--- src/rtl/expu_pkg.sv ---
// Shared types and helpers for the exponential-unit downstream stages:
// float format selector, row-accumulator FSM states and FP field geometry.
package expu_pkg;

   typedef enum logic [1:0] {
      FP32,
      FP16,
      FP8,
      FP16ALT
   } fp_format_e;

   typedef enum logic [1:0] {
      ACC_IDLE,
      ACC_RUN,
      ACC_HOLD
   } acc_state_e;

   function automatic int fp_exp_bits(fp_format_e fmt);
      case (fmt)
         FP32:    return 8;
         FP16:    return 5;
         FP8:     return 5;
         FP16ALT: return 8;
         default: return 8;
      endcase
   endfunction

   function automatic int fp_man_bits(fp_format_e fmt);
      case (fmt)
         FP32:    return 23;
         FP16:    return 10;
         FP8:     return 2;
         FP16ALT: return 7;
         default: return 7;
      endcase
   endfunction

   function automatic int fp_width(fp_format_e fmt);
      return 1 + fp_exp_bits(fmt) + fp_man_bits(fmt);
   endfunction

   function automatic int fp_bias(int exp_bits);
      return (1 << (exp_bits - 1)) - 1;
   endfunction

endpackage

--- src/rtl/expu_fp2fix.sv ---
// Combinational FP -> unsigned fixed-point converter. Denormals flush to zero,
// negative shifts truncate, and values that do not fit (or inf/NaN) saturate
// to all-ones with ovf raised. The sign bit is ignored.
module expu_fp2fix
   import expu_pkg::*;
#(
   parameter fp_format_e FPFORMAT  = FP16ALT,
   parameter int         ACC_WIDTH = 32,
   parameter int         ACC_FRAC  = 16
) (
   input  logic [fp_width(FPFORMAT)-1:0] op,
   output logic [ACC_WIDTH-1:0]          value,
   output logic                          ovf
);

   localparam int EXP_BITS = fp_exp_bits(FPFORMAT);
   localparam int MAN_BITS = fp_man_bits(FPFORMAT);
   localparam int WIDTH    = fp_width(FPFORMAT);
   localparam int SIG_BITS = MAN_BITS + 1;
   localparam int BIAS     = fp_bias(EXP_BITS);

   logic [EXP_BITS-1:0] exp_field;
   logic [MAN_BITS-1:0] man_field;
   logic [SIG_BITS-1:0] sig;
   logic                sign_unused;
   int                  shift;

   assign exp_field   = op[WIDTH-2 -: EXP_BITS];
   assign man_field   = op[MAN_BITS-1:0];
   assign sig         = {1'b1, man_field};
   assign sign_unused = op[WIDTH-1];

   // Align the significand to the accumulator's binary point, saturating on overflow.
   always_comb begin
      value = '0;
      ovf   = 1'b0;
      shift = int'(exp_field) - BIAS + ACC_FRAC - MAN_BITS;
      if (exp_field == '1) begin
         value = '1;
         ovf   = 1'b1;
      end else if (exp_field != '0) begin
         if (shift < 0) begin
            value = ACC_WIDTH'(sig >> (-shift));
         end else if (shift > ACC_WIDTH - SIG_BITS) begin
            value = '1;
            ovf   = 1'b1;
         end else begin
            value = ACC_WIDTH'(sig) << shift;
         end
      end
   end

endmodule

--- src/rtl/expu_row_accumulator.sv ---
// Row accumulator for exp-unit results (softmax denominator). Sums each row in
// unsigned fixed point and holds sum/count/ovf behind a valid/ready handshake.
// Build option: EXPU_ACC_SATURATE_EN clamps the adder on carry-out; otherwise
// the adder wraps. ovf_o is raised on carry-out in both builds.
module expu_row_accumulator
   import expu_pkg::*;
#(
   parameter fp_format_e FPFORMAT  = FP16ALT,
   parameter int         ACC_WIDTH = 32,
   parameter int         ACC_FRAC  = 16,
   parameter int         CNT_WIDTH = 16
) (
   input  logic                          clk_i,
   input  logic                          rst_i,
   input  logic                          clear_i,
   input  logic                          valid_i,
   output logic                          ready_o,
   input  logic [fp_width(FPFORMAT)-1:0] op_i,
   input  logic                          last_i,
   output logic                          sum_valid_o,
   input  logic                          sum_ready_i,
   output logic [ACC_WIDTH-1:0]          sum_o,
   output logic [CNT_WIDTH-1:0]          count_o,
   output logic                          ovf_o
);

   acc_state_e           state, state_next;
   logic [ACC_WIDTH-1:0] acc, acc_next, acc_base, conv;
   logic [ACC_WIDTH:0]   sum_ext;
   logic [CNT_WIDTH-1:0] count, count_next;
   logic                 ovf, ovf_next, conv_ovf, carry, accept;

   expu_fp2fix #(
      .FPFORMAT  (FPFORMAT),
      .ACC_WIDTH (ACC_WIDTH),
      .ACC_FRAC  (ACC_FRAC)
   ) u_fp2fix (
      .op    (op_i),
      .value (conv),
      .ovf   (conv_ovf)
   );

   assign accept = valid_i & ready_o;

   // State register.
   always_ff @(posedge clk_i or posedge rst_i) begin
      if (rst_i) state <= ACC_IDLE;
      else       state <= state_next;
   end

   // Next-state decode and handshake outputs; ready depends on state only.
   always_comb begin
      state_next  = state;
      ready_o     = 1'b1;
      sum_valid_o = 1'b0;
      case (state)
         ACC_IDLE: if (accept) state_next = last_i ? ACC_HOLD : ACC_RUN;
         ACC_RUN:  if (accept && last_i) state_next = ACC_HOLD;
         ACC_HOLD: begin
            ready_o     = 1'b0;
            sum_valid_o = 1'b1;
            if (sum_ready_i) state_next = ACC_IDLE;
         end
         default:  state_next = ACC_IDLE;
      endcase
      if (clear_i) state_next = ACC_IDLE;
   end

   // Next accumulator/counter/flag values for an accepted beat; a row's first beat starts from zero.
   always_comb begin
      acc_base = (state == ACC_IDLE) ? '0 : acc;
      sum_ext  = {1'b0, acc_base} + {1'b0, conv};
      carry    = sum_ext[ACC_WIDTH];
`ifdef EXPU_ACC_SATURATE_EN
      acc_next = carry ? '1 : sum_ext[ACC_WIDTH-1:0];
`else
      acc_next = sum_ext[ACC_WIDTH-1:0];
`endif
      if (state == ACC_IDLE)  count_next = CNT_WIDTH'(1);
      else if (count == '1)   count_next = count;
      else                    count_next = count + CNT_WIDTH'(1);
      ovf_next = ((state == ACC_IDLE) ? 1'b0 : ovf) | conv_ovf | carry;
   end

   // Datapath registers: clear and result hand-off zero them, accepted beats update them.
   always_ff @(posedge clk_i or posedge rst_i) begin
      if (rst_i) begin
         acc   <= '0;
         count <= '0;
         ovf   <= 1'b0;
      end else if (clear_i || (state == ACC_HOLD && sum_ready_i)) begin
         acc   <= '0;
         count <= '0;
         ovf   <= 1'b0;
      end else if (accept) begin
         acc   <= acc_next;
         count <= count_next;
         ovf   <= ovf_next;
      end
   end

   assign sum_o   = acc;
   assign count_o = count;
   assign ovf_o   = ovf;

endmodule

--- config.mk ---
export PLATFORM = sky130hd
export DESIGN_NAME = expu_row_accumulator
export DESIGN_NICKNAME = d
export VERILOG_FILES = /design/src/rtl/expu_pkg.sv /design/src/rtl/expu_fp2fix.sv /design/src/rtl/expu_row_accumulator.sv
export SDC_FILE = /design/constraint.sdc
export NUM_CORES = 1
export LEC_CHECK = 0
export BUFFER_PORTS_ARGS = -buffer_cell sky130_fd_sc_hd__buf_2
export CORE_MARGIN = 2
export CORE_UTILIZATION = 65
export CTS_CLUSTER_SIZE = 25
export DETAILED_ROUTE_END_ITERATION = 12
export HOLD_SLACK_MARGIN = 0.05
export PLACE_DENSITY = 0.88
export SYNTH_ARGS = -nofsm -noshare
export SYNTH_HDL_FRONTEND = slang
export SYNTH_HIERARCHICAL = 1
export SYNTH_SLANG_ARGS = --single-unit
--- constraint.sdc ---
create_clock -name clk_i -period 4.8 [get_ports clk_i]
set_input_delay 0 -clock clk_i [delete_from_list [all_inputs] [get_ports clk_i]]
set_output_delay 0 -clock clk_i [all_outputs]
set_load 0.02 [all_outputs]
# After elaboration in Yosys (flattened, before gate mapping)
# Cells that the tools add are included.
dict set report op_classes {
  addsub 6
  order_cmp 2
  n_eq_ne 8
  shift 2
  muxes 26
  bitwise_logic 3
  n_reduce_logical 8
}
# cell count
set ops {}
lappend ops {{$mux W32} 7}
lappend ops {{$mux W16} 4}
lappend ops {{$add A32 B32 Y33} 1}
lappend ops {{$add A32 B6 Y32 const B} 1}
lappend ops {{$gt A32 B6 Y1 const B} 1}
lappend ops {{$lt A32 B1 Y1 const B} 1}
lappend ops {{$neg A32 Y32} 1}
lappend ops {{$shl A8 B32 Y32} 1}
lappend ops {{$shr A8 B32 Y32} 1}
lappend ops {{$sub A32 B4 Y32 const B} 1}
lappend ops {{$add A16 B1 Y16 const B} 1}
lappend ops {{$eq A16 B16 Y1 const B} 1}
lappend ops {{$mux W2} 5}
lappend ops {{$mux W1} 9}
lappend ops {{$ne A3 B3 Y1 const B} 3}
lappend ops {{$sub A8 B7 Y9 const B} 1}
lappend ops {{$eq A8 B8 Y1 const B} 1}
lappend ops {{$reduce_bool A8 Y1} 1}
lappend ops {{$pmux W2 S3} 1}
lappend ops {{$ne A3 B2 Y1 const B} 1}
lappend ops {{$reduce_and A3 Y1} 1}
lappend ops {{$eq A2 B1 Y1 const B} 1}
lappend ops {{$eq A2 B2 Y1 const B} 1}
lappend ops {{$logic_and A1 B1 Y1} 2}
lappend ops {{other kinds (6)} 7}
dict set report word_totals {
  reg_bits 51
  output_inout_bits 51
  wordCells 59
}

# Logic depth before layout (Yosys ltp)
# Gate-level depths: netlist of the first run.
dict set report logic_depth {
  word_depth 12
  mapped_depth 29
  ltp_nobuf 27
}

# By module
# Netlist of the first run, hierarchy kept.
# module instances cells_per_inst area_per_inst_um2
set modules_own_cells {}
lappend modules_own_cells {expu_row_accumulator 1 511 4127.7}
lappend modules_own_cells {expu_fp2fix 1 289 1830.5}

# Worst setup path after synthesis of the first run
# No wires, ideal clock.
dict set report synth_timing {
  kind {input port to flip-flop}
  from {input port op_i[7]}
  to {register acc[28], in the netlist sum_o[28]}
  setup_time_ns 0.121
  arrival_ns 5.428
  required_time_ns 4.679
  path_slack_ns -0.749
  cell_stages 28
  n_path_buf 1
  path_cell_list {buf_2 inv_1 ha_1 nor2b_1 nand2_2 a21oi_1 nand2_1 nor2_1 nand2_1 ha_1 nand4b_1 nor4_1 nand4_1 a31oi_1 nand4_1 a2111o_1 a21oi_1 ha_1 inv_1 fa_1 nor2b_1 o211ai_1 nand2_1 a2111oi_2 or4_1 a21oi_2 xor2_1 a22o_1}
}
dict set report synth_between {
  elab_chain_len 11
}
# item line_no
set synth_lines {}
lappend synth_lines {{from (decl)} expu_row_accumulator.sv:18} ;# input logic [fp_width(FPFORMAT)-1:0] op_i,
lappend synth_lines {{$sub A8 B7 Y9} expu_fp2fix.sv:37} ;# shift = int'(exp_field) - BIAS + ACC_FRAC - MAN_BITS;
lappend synth_lines {{$add A32 B6 Y32} expu_fp2fix.sv:37}
lappend synth_lines {{$sub A32 B4 Y32} expu_fp2fix.sv:37}
lappend synth_lines {{$neg A32 Y32, or another cell as far along} expu_fp2fix.sv:43} ;# value = ACC_WIDTH'(sig >> (-shift));
lappend synth_lines {{$shr A8 B32 Y32 / $mux W32 (equally long branches)} {expu_fp2fix.sv:43, expu_fp2fix.sv:44}}
lappend synth_lines {{$mux W32} expu_fp2fix.sv:42} ;# if (shift < 0) begin
lappend synth_lines {{$mux W32} expu_fp2fix.sv:41} ;# end else if (exp_field != '0) begin
lappend synth_lines {{$mux W32 *} expu_fp2fix.sv:38} ;# if (exp_field == '1) begin
lappend synth_lines {{via conv[0]} expu_row_accumulator.sv:28} ;# logic [ACC_WIDTH-1:0] acc, acc_next, acc_base, conv;
lappend synth_lines {{$add A32 B32 Y33 *} expu_row_accumulator.sv:72} ;# sum_ext = {1'b0, acc_base} + {1'b0, conv};
lappend synth_lines {{$mux W32 *} expu_row_accumulator.sv:95} ;# end else if (accept) begin
lappend synth_lines {{$mux W32 *} expu_row_accumulator.sv:91} ;# end else if (clear_i || (state == ACC_HOLD && sum_ready_i)) begin
lappend synth_lines {{to (signal assigned)} expu_row_accumulator.sv:96} ;# acc <= acc_next;
lappend synth_lines {{to (decl)} expu_row_accumulator.sv:28}
# Mark *: on every way through the listed nets, which the timed path passes. The rest lies on a longest branch. The select of a mux whose other input is x is not followed.
# A chain may end at the register's enable or synchronous reset.

# Worst setup path after layout of the first run
dict set report layout_timing {
  from {input port op_i[7]}
  to {register acc[25], in the netlist sum_o[25]}
}
# Same word-level chain as after synthesis.

==> summary.txt, run 1 <==
Status: complete, but fails checks
Violations in the final reports: setup timing
Layout Skew: 4.73 ps
CTS tree: built
Die height: 99.7 µm
Initial antenna violation count: 0
Number of global-route vias before repair: 6,892
WP data required: 5000 ps
Cell count after synthesis: 800
Primary FF master, synth: dfrtp_1
Cell area after synthesis: 0.00596 mm²
Ports: 73
Simple-gate portion of the synthesized area: 29.0%
Endpoint arrival time on the critical path: 5440 ps
Actual slew at the worst max-slew pin: 1100 ps
Routed via count: 7,486
Main combinational cell family by area after synthesis: simple AND/OR/NAND/NOR gates
DRT Wirelength: 22,800 µm
Setup CP Type: in2reg
Max cap viols: 0
Type of origin of the critical path: input pin
F_max: 191 MHz
Routed wl met2: 10,700 µm
H-tree Lvls: 2
# nets final: 1,017
Setup repair after global routing missed its margin: yes
Synth Area in Adders: 9.37%
Critical R2R Capture: sum_o[25]
Worst R2R Setup Slack: 1220 ps
Rel. slew slack: 26.2%
Synthesis Warnings: 6
Core area: 0.00881 mm²
CP peak stage delay: 440 ps
Die area: 0.00995 mm²
Maximum VDD drop: 0.157 mV
Row count: 34
Worst hold start: sum_ready_i
Slew Limit Fails: 0
Period utilization: 109%
Total Routing Usage GR: 41.3%
# setup viols final: 28
GP Congestion: 1.04
Post-Syn Nets: 866
Crit-path max FO: 6
Routed length per instance: 21.5 µm
Layout cells sized above 1: 30.6%
Root buffer cell: clkbuf_8
Hold Path Depth: 4
DRT Pass-1 Iters: 8
Post-DRT Antenna Nets: 0
Reg2reg path depth: 11
FF+latch count, synth: 51
Seq. cell area: 0.00128 mm²
N_diodes: 0
Area Growth Syn to Fin: 31.9%
# port buffers: 71
Synth area leader: dfrtp_1
Period minus WS final: 5240 ps
Clk Latency, worst-skew pair: 320 ps
CTS max path bufs: 2
Placed wire-length estimate: 14,400 µm
Number of fill cells: 442
Largest net degree at the start of global routing: 52
CP max-delay cell: a2111o_1
Hold EP: count_o[0]
Register area share after synthesis: 21.4%
Post-synthesis mux area share: 2.35%
Post-Synth XOR/XNOR Area: 7.14%
Area of the multi-input gates: 0.00497 mm²
Pwr Density: 212 mW/mm²
Final critical-path setup slack: -444 ps
DR top layer: met4
Post-synth EDFFs: 0
Final Power: 1670 µW
Synth Area in Compound Gates: 26.3%
DRC: 0
Clk slew on worst S/H paths: 110 ps
Worst hold-check path type: in2reg
Metal3 WL: 2390 µm
Overflow after GRT: 0
WL met1: 8140 µm
Pleak: 0.00351 µW
Die width: 99.7 µm
Setup TNS Final: -7990 ps
Iter 0 DRT Violations: 936
Starting Density: 67.7%
Setup crit end kind: flip-flop
Via/cell ratio: 7.06
TritonCTS buffer count: 5
First-pass GRT wire length: 33,200 µm
Reg2reg start: state[1]
Unique masters post-synth: 82
Yosys top cell area share: 21.4%
Post-Syn Area per Cell: 7.45 µm²
Async S/R FF share, synth: 100%
Dominant cells by area after synthesis: dfrtp_1 (21%), ha_1 (9.0%), nand2_1 (6.1%)
Clk sinks: 51
Final hold vios: 0
[power breakdown]
group          leakage (µW)  switching [µW]  internal, µW
Sequential         0.000689            31.0           463
Clock             0.0000408             168           105
Combinational       0.00278             554           347
[layer usage]
metal / global-route usage, % / up-vias
li1: - / 3218
met1: 48.7 / 3440
met2: 73.1 / 638
met3: 6.61 / 190
met4: 19.8 / 0
met5: 0 / -
[what timing repair did]
action                                 in CTS  in global routing
hold buffers                                5                  0
pin swaps                                  43                 38
endpoints found under the hold margin      54                  0
buffers inserted                           18                 11
gates cloned                                0                  0
resized for setup                          43                 43
setup endpoints to repair                  18                 28
[state kept, by name, summed over array words and instances, names as in the netlist]
register,cells
count_o,16
ovf_o,1
state,2
sum_o,32
[worst max path at each step]
stage                       start   endpoint  slack [ps]  cells past startpoint
after detailed placement  op_i[8]  sum_o[28]        -600                     28
after CTS                 op_i[8]  sum_o[20]         -20                     25
after global placement    op_i[8]  sum_o[28]        -410                     27
final                     op_i[7]  sum_o[25]        -440                     26
after global routing      op_i[7]  sum_o[30]        -480                     30
after floorplan           op_i[8]  sum_o[28]        -180                     28
[synth_stat cells (all sizes together), types with 4 or more instances]
master and n:
or3 8, o211ai 15, clkbuf 22, a21o 9
nor2 71, nor2b 12, nor4 4, nand4 19
mux2i 5, nand2b 15, inv 23, xor2 24
a22oi 4, dfrtp 51, a211oi 9, and3 11
or2 4, a31oi 9, o21ai 95, a21oi 56
nand2 98, mux4 4, buf 18, ha 43
nor3 17, nand3 30, o22ai 7, and4 4
and2 38, xnor2 22
[area by class of cell]
class	instances	area share [%]
Tap cell	108	1.72
Clock inverter	3	0.302
Multi-Input combinational cell	685	63.2
Clock buffer	5	0.876
Timing Repair Buffer	184	16.3
Inverter	24	1.27
Sequential cell	51	16.2
[per-stage QoR]
stage,hold slack [ps],area (µm²),util (%),setup WS [ps],instances
6_report,107,7860,89.3,-444,1060
2_1_floorplan,65.8,6180,-,-184,800
4_1_cts,69.4,7590,86.2,-20.3,1051
3_3_place_gp,210,7110,80.7,-412,1021
3_5_place_dp,249,7110,80.7,-599,1021
5_1_grt,122,7860,89.3,-476,1060
[cell usage in the layout, fill, tap and decap left out, drive strengths merged, types with 4 or more instances in the layout]
cell type    count
a21o             9
and3            11
nor2b           12
inv             24
mux2i            5
a31oi            9
o22ai            7
dfrtp           51
nand3           30
nand4           19
a21oi           56
nor3            17
ha              43
mux4             4
clkbuf           5
buf            179
nor4             4
nand2b          15
nor2            71
nand2           98
or2              4
and2            38
o21ai           95
a22oi            4
or3              8
dlygate4sd3      5
xor2            24
xnor2           22
o211ai          15
a211oi           9
and4             4
[worst max-delay path, delay by kind of cell]
kind	cells	cell delay [ps]
compound gates	10	2490
xor+xnor	2	480
fa+ha+maj	2	610
buf+inv	3	370
simple gates	9	1480
[logic make-up (layout without fill, tap and decap cells)]
group,count (synthesis),in the layout
AO/OA/AOI/OAI,246,246
XOR/XNOR,46,46
adder cells (fa/ha/maj),44,44
buffers and inverters,64,216
flip-flops,51,51
multiplexers,9,9
AND/OR/NAND/NOR,340,340
Note: power is estimated with default switching activity, not from simulation.
==> run 2: changes to the inputs <==
Settings changed: CORE_MARGIN 2 to not set.
==> run 2 against run 1 <==
Effect of this change: critical path type unchanged; sequential power about the same; critical endpoint is now sum_o[28]; the flow finishes with violations (DRC, setup timing); flip-flop and latch count is the same; worst hold slack got worse by 15 ps.
==> summary.txt, run 2 (synthesis gave the netlist of run 1 again) <==
Status: complete, but fails checks
Violations in the final reports: DRC, setup timing
Rel. slew slack: 25.4%
CP Buf/Inv Count: 3
Die area: 0.00955 mm²
Hold Slack: 92.5 ps
CP max-delay cell: or4_4
WL met1: 7820 µm
Largest net degree at the start of global routing: 52
Metal3 WL: 1930 µm
Core area: 0.00881 mm²
Setup slack after placement: -666 ps
Period utilization: 106%
Final critical-path setup slack: -284 ps
DR top layer: met4
Clk sinks: 51
DRT Wirelength: 21,100 µm
Starting Density: 67.7%
Setup repair after global routing missed its margin: yes
N_diodes: 0
# nets final: 1,002
Setup CP Type: in2reg
Number of global-route vias before repair: 6,724
CP peak stage delay: 470 ps
F_max: 197 MHz
Row count: 34
First-pass GRT wire length: 31,600 µm
Crit-path max FO: 6
Placed wire-length estimate: 14,100 µm
Iter 0 DRT Violations: 764
Layout cells sized above 1: 29.2%
Pwr Density: 217 mW/mm²
CTS max path bufs: 2
Routed wl met2: 10,100 µm
Clk slew on worst S/H paths: 110 ps
DRC: 14
Die width: 97.7 µm
Die height: 97.7 µm
Commonest non-fill, non-tap cells in the layout: nand2_1 (89), buf_4 (82), nor2_1 (69)
Area Growth Syn to Fin: 30.3%
Via/cell ratio: 6.90
Period minus WS final: 5080 ps
GP Congestion: 0.995
Post-DRT Antenna Nets: 0
WP data required: 5030 ps
Pleak: 0.00342 µW
Total Routing Usage GR: 40.3%
Most common cell after layout, fill and taps aside: nand2_1
Initial antenna violation count: 0
Largest register FFs: 32
Worst hold-check path type: in2reg
# setup viols final: 22
Routed length per instance: 20.2 µm
Clk Latency, worst-skew pair: 320 ps
CTS tree: built
Final hold vios: 0
H-tree Lvls: 2
Crit-path leading delay family: simple AND/OR/NAND/NOR gates
Slew Limit Fails: 0
DRT Pass-1 Iters: 10
Number of fill cells: 442
Maximum VDD drop: 0.251 mV
Root buffer cell: clkbuf_8
Ports: 73
Type of origin of the critical path: input pin
TritonCTS buffer count: 5
Setup crit end kind: flip-flop
Endpoint arrival time on the critical path: 5310 ps
# port buffers: 71
Routed via count: 7,207
Max cap viols: 0
Actual slew at the worst max-slew pin: 1120 ps
Overflow after GRT: 0
Layout Skew: 13.1 ps
[run 2: changes by cell type in the layout (fill, tap and decap cells not counted), moves of 3 or more]
cell and change:
buf_4 -16, nand3_2 -4, a21oi_1 -3, a21oi_2 +3, nand2_2 +3
[run 2: area by class of cell]
class | instances | area [µm²] | area share [%]
repair buffers | 169 | 1180 | 15.1
inverters | 24 | 97.6 | 1.26
multi-input cells | 685 | 4970 | 63.9
well taps | 108 | 135 | 1.74
clock buffers | 5 | 68.8 | 0.886
flip-flops and latches | 51 | 1280 | 16.4
clock inverters | 3 | 46.3 | 0.596
[run 2: report_power, final]
part	total, µW	internal (µW)	switching (µW)	leakage (µW)
sequential	494	463	31.4	0.000689
clock	327	158	169	0.0000548
combinational	863	330	532	0.00268
total	1680	950	733	0.00342
[run 2: repair_timing]
action | in CTS | in global routing
gates cloned | 0 | 0
pin swaps | 36 | 30
hold buffers | 5 | 0
setup buffers | 5 | 14
endpoints found under the hold margin | 54 | 0
endpoints found under the setup margin | 20 | 25
gates resized for setup | 34 | 52
[run 2: path summary, 6_finish.rpt]
path / startpoint / endpoint / slack, ps / cells after the start
max: op_i[7] / sum_o[28] / -280 / 28
min: sum_ready_i / sum_o[2] / 90 / 4
max reg2reg: state[1] / sum_o[28] / 1350 / 10
min reg2reg: sum_o[13] / sum_o[13] / 510 / 2
max in group asynchronous: rst_i / sum_o[0] / 3590 / 3
min in group asynchronous: rst_i / sum_o[25] / 510 / 3
[run 2: tightest hold or removal path, stage by stage]
cell     delay, ps
buf_2          130
nand2_1         80
a31oi_1         90
nor2_1          80
[run 2: per-layer routing]
metal | up-vias | GRT usage, %
met2 | 519 | 72.0
li1 | 3200 | -
met5 | - | 0
met1 | 3360 | 48.8
met3 | 128 | 5.08
met4 | 0 | 17.7
[run 2: per-stage QoR]
step | total power [µW] | area, µm² | utilization, % | TNS [ps] | cells
global placement | 1230 | 7040 | 80.0 | -4830 | 1014
detailed placement | 1250 | 7040 | 80.0 | -10970 | 1014
CTS | 1590 | 7410 | 84.2 | -81.6 | 1031
global route | 1750 | 7770 | 88.2 | -7170 | 1045
finish | 1680 | 7770 | 88.2 | -3680 | 1045
floorplan | 1010 | 6180 | - | -349 | 800
==> run 3: changes to the inputs <==
Settings changed: SETUP_SLACK_MARGIN set to 0.4, SYNTH_HIERARCHICAL 1 to not set.
==> run 3 against run 2 <==
Effect of this change: synthesized area rose by 4.9%; the flow now stops in clock tree synthesis; synthesized cell count rose by 3.9%.
==> summary.txt, run 3 <==
Status: did not finish
Last stage reached: clock tree synthesis
Tool error: [ERROR DPL-0033] detailed placement checks failed during check placement.
Synthesis Warnings: 0
Synth top cells by count: nand2_1 (93), o21ai_0 (78), nor2_1 (69)
Placed cell area: 0.00839 mm²
Cell area after synthesis: 0.00625 mm²
Ports: 73
CTS max path bufs: 2
Clk sinks: 51
Post-synth EDFFs: 0
H-tree Lvls: 2
Register area share after synthesis: 20.4%
Root buffer cell: clkbuf_8
Cell count after synthesis: 831
Setup Buffers After CTS: 31
Placed wire-length estimate: 18,800 µm
Unique masters post-synth: 83
TritonCTS buffer count: 5
Top-count cell post-synth: nand2_1
Row count: 35
Synth area leader: dfrtp_1
Post-Syn Area per Cell: 7.52 µm²
FF+latch count, synth: 51
Yosys top cell area share: 20.4%
Async S/R FF share, synth: 100%
Cts hold-fix bufs: 4
Primary FF master, synth: dfrtp_1
Post_cts resized: 101
GP Congestion: 1.11
# port buffers: 71
Die height: 100 µm
Die width: 100 µm
Starting Density: 67.3%
Dominant cells by area after synthesis: dfrtp_1 (20%), ha_1 (9.0%), o21ai_0 (6.2%)
Setup slack after placement: -2290 ps
Post-Syn Nets: 899
==> run 3: changes by cell type after synthesis, sizes merged, moves of 8 or more <==
cell	before	now
o21ai	95	81
a21o	9	22
nand3	30	42
nor4	4	16
o211ai	15	3
o31ai	3	14
a21boi	1	11
nand4	19	10
o21a	3	11
xor2	24	32
==> run 3: through the flow <==
stage | setup TNS [ps] | instances | utilization (%)
after floorplan | -23460 | 831 | -
after global placement | -33030 | 1194 | 90.4
after detailed placement | -48840 | 1194 | 90.4
==> run 3: kinds of logic after synthesis <==
kind of cell    Yosys count  share of synthesized area [%]
simple gates            349                           28.7
compound gates          258                           27.1
buf+inv                  61                           4.17
xor+xnor                 54                           7.69
flops                    51                           20.4
fa+ha+maj                46                           9.33
mux                      12                           2.58
==> run 4: changes to the inputs <==
Settings changed: CORE_UTILIZATION 65 to 40, CTS_CLUSTER_SIZE 25 to not set, HOLD_SLACK_MARGIN 0.05 to not set, PLACE_DENSITY 0.88 to not set, PLACE_DENSITY_LB_ADDON set to 0.15, SETUP_SLACK_MARGIN 0.4 to not set.
==> run 4 against run 3 <==
Effect of this change: the flow now finishes, with violations (setup timing); synthesized cell count is the same; synthesized area is the same.
==> summary.txt, run 4 <==
Simple-gate portion of the synthesized area: 28.7%
Max cap viols: 0
DRC: 0
Final hold vios: 0
Placed wire-length estimate: 15,800 µm
Pwr Density: 184 mW/mm²
FF+latch count, synth: 51
Synth area leader: dfrtp_1
Post-synthesis mux area share: 2.58%
Yosys top cell area share: 20.4%
CTS max path bufs: 2
Area Growth Syn to Fin: 52.5%
Endpoint arrival time on the critical path: 6390 ps
Actual slew at the worst max-slew pin: 720 ps
H-tree Lvls: 2
CTS tree: built
Largest net degree at the start of global routing: 52
Final critical-path setup slack: -1410 ps
Iter 0 DRT Violations: 495
DRT Wirelength: 21,100 µm
CP max-delay cell: or4_4
Crit-path leading delay family: compound AO/OA/AOI/OAI gates
Die width: 127 µm
Root buffer cell: clkbuf_16
TritonCTS buffer count: 5
Hold Slack: 12.3 ps
Main combinational cell family by area after synthesis: simple AND/OR/NAND/NOR gates
F_max: 161 MHz
Initial antenna violation count: 0
Layout Skew: 9.57 ps
Number of global-route vias before repair: 7,142
Layout cells sized above 1: 40.6%
Starting Density: 41.1%
Cell area after synthesis: 0.00625 mm²
Clk slew on worst S/H paths: 80 ps
Post-layout util: 62.7%
Top-count cell post-synth: nand2_1
Total Routing Usage GR: 26.2%
CP Buf/Inv Count: 5
Overflow after GRT: 0
Routed length per instance: 16.1 µm
Primary FF master, synth: dfrtp_1
Clk sinks: 51
Pleak: 0.00443 µW
Via/cell ratio: 5.60
# port buffers: 71
Setup slack after placement: -2000 ps
Crit-path max FO: 8
N_diodes: 0
Post-synth EDFFs: 0
Async S/R FF share, synth: 100%
Setup TNS Final: -26,720 ps
Status: complete, but fails checks
Most common cell after layout, fill and taps aside: buf_4
DRT Pass-1 Iters: 5
CP peak stage delay: 540 ps
Setup crit end kind: flip-flop
Slew Limit Fails: 0
Synthesis Warnings: 0
GP Congestion: 0.995
Routed via count: 7,336
Dominant cells by area after synthesis: dfrtp_1 (20%), ha_1 (9.0%), o21ai_0 (6.2%)
Commonest non-fill, non-tap cells in the layout: buf_4 (232), nand2_1 (91), buf_2 (68)
Period minus WS final: 6210 ps
Maximum VDD drop: 0.157 mV
Die height: 127 µm
Largest register FFs: 32
Core area: 0.0152 mm²
First-pass GRT wire length: 34,800 µm
Post-Syn Area per Cell: 7.52 µm²
Cell mode on critical path: o21a_1
Post-Synth XOR/XNOR Area: 7.69%
Synth Area in Adders: 9.33%
Worst hold-check path type: in2reg
Synth top cells by count: nand2_1 (93), o21ai_0 (78), nor2_1 (69)
Row count: 45
Violations in the final reports: setup timing
Clk Latency, worst-skew pair: 300 ps
Synth Area in Compound Gates: 27.1%
Rel. slew slack: 51.5%
Setup repair after global routing missed its margin: yes
WP data required: 4980 ps
Unique masters post-synth: 83
# setup viols final: 28
Post-DRT Antenna Nets: 0
Type of origin of the critical path: input pin
Ports: 73
Cell count after synthesis: 831
Setup CP Type: in2reg
# nets final: 1,189
Post-Syn Nets: 899
Die area: 0.0161 mm²
Register area share after synthesis: 20.4%
Period utilization: 129%
[run 4: cell counts after synthesis]
Identical to the previous run, type by type.
[run 4: layout make-up]
type | instances | area, µm²
clock buffers | 5 | 125
clock inverters | 3 | 27.5
fillers | 1353 | 5670
inverters | 21 | 91.3
multi-input cells | 720 | 5440
flip-flops and latches | 51 | 1280
well taps | 188 | 235
repair buffers | 322 | 2340
[run 4: worst paths after layout]
path / cells after the start / slack (ps) / from / end
worst min register to register: 2 / 500 / sum_o[14] / sum_o[14]
worst max register to register: 16 / 990 / state[1] / sum_o[31]
min in group asynchronous: 4 / 420 / rst_i / count_o[1]
worst min-delay path: 3 / 10 / valid_i / sum_o[0]
max in group asynchronous: 4 / 3910 / rst_i / ovf_o
worst max-delay path: 32 / -1410 / op_i[7] / sum_o[31]
[run 4: report_power, final]
group	internal (µW)	switching, µW	total (µW)
Clock	200	184	384
Sequential	459	25.7	485
Combinational	411	476	887
Total	1070	686	1760
[run 4: cell families (layout without fill, tap and decap cells)]
family,after synthesis,count (layout)
mux,12,12
buf+inv,61,351
compound gates,258,258
xor+xnor,54,55
flops,51,51
fa+ha+maj,46,46
simple gates,349,349
[run 4: stage by stage]
stage,instances,total power [µW],instance area [µm²]
floorplan,831,963,6570
global placement,1270,1280,8590
detailed placement,1270,1280,8590
CTS,1301,1720,9270
global route,1310,1850,9530
finish,1310,1760,9530
[run 4: layer usage]
layer	up-vias	track usage [%]	wire length, µm
met1	3436	33.8	9340
met3	39	1.68	870
met5	-	0	0
li1	3627	-	-
met2	234	46.9	10500
met4	0	7.70	457
[run 4: what timing repair did]
item / in CTS / in global routing
resized for setup: 80 / 40
endpoints found under the setup margin: 30 / 32
hold endpoints to repair: 53 / 0
pin swaps: 57 / 50
buffers inserted: 20 / 16
hold buffers: 4 / 0
gates cloned: 1 / 0
[run 4: worst min-delay path, delay by kind of cell]
family / cells / cell delay [ps]
compound gates: 1 / 60
buf+inv: 1 / 130
simple gates: 1 / 80
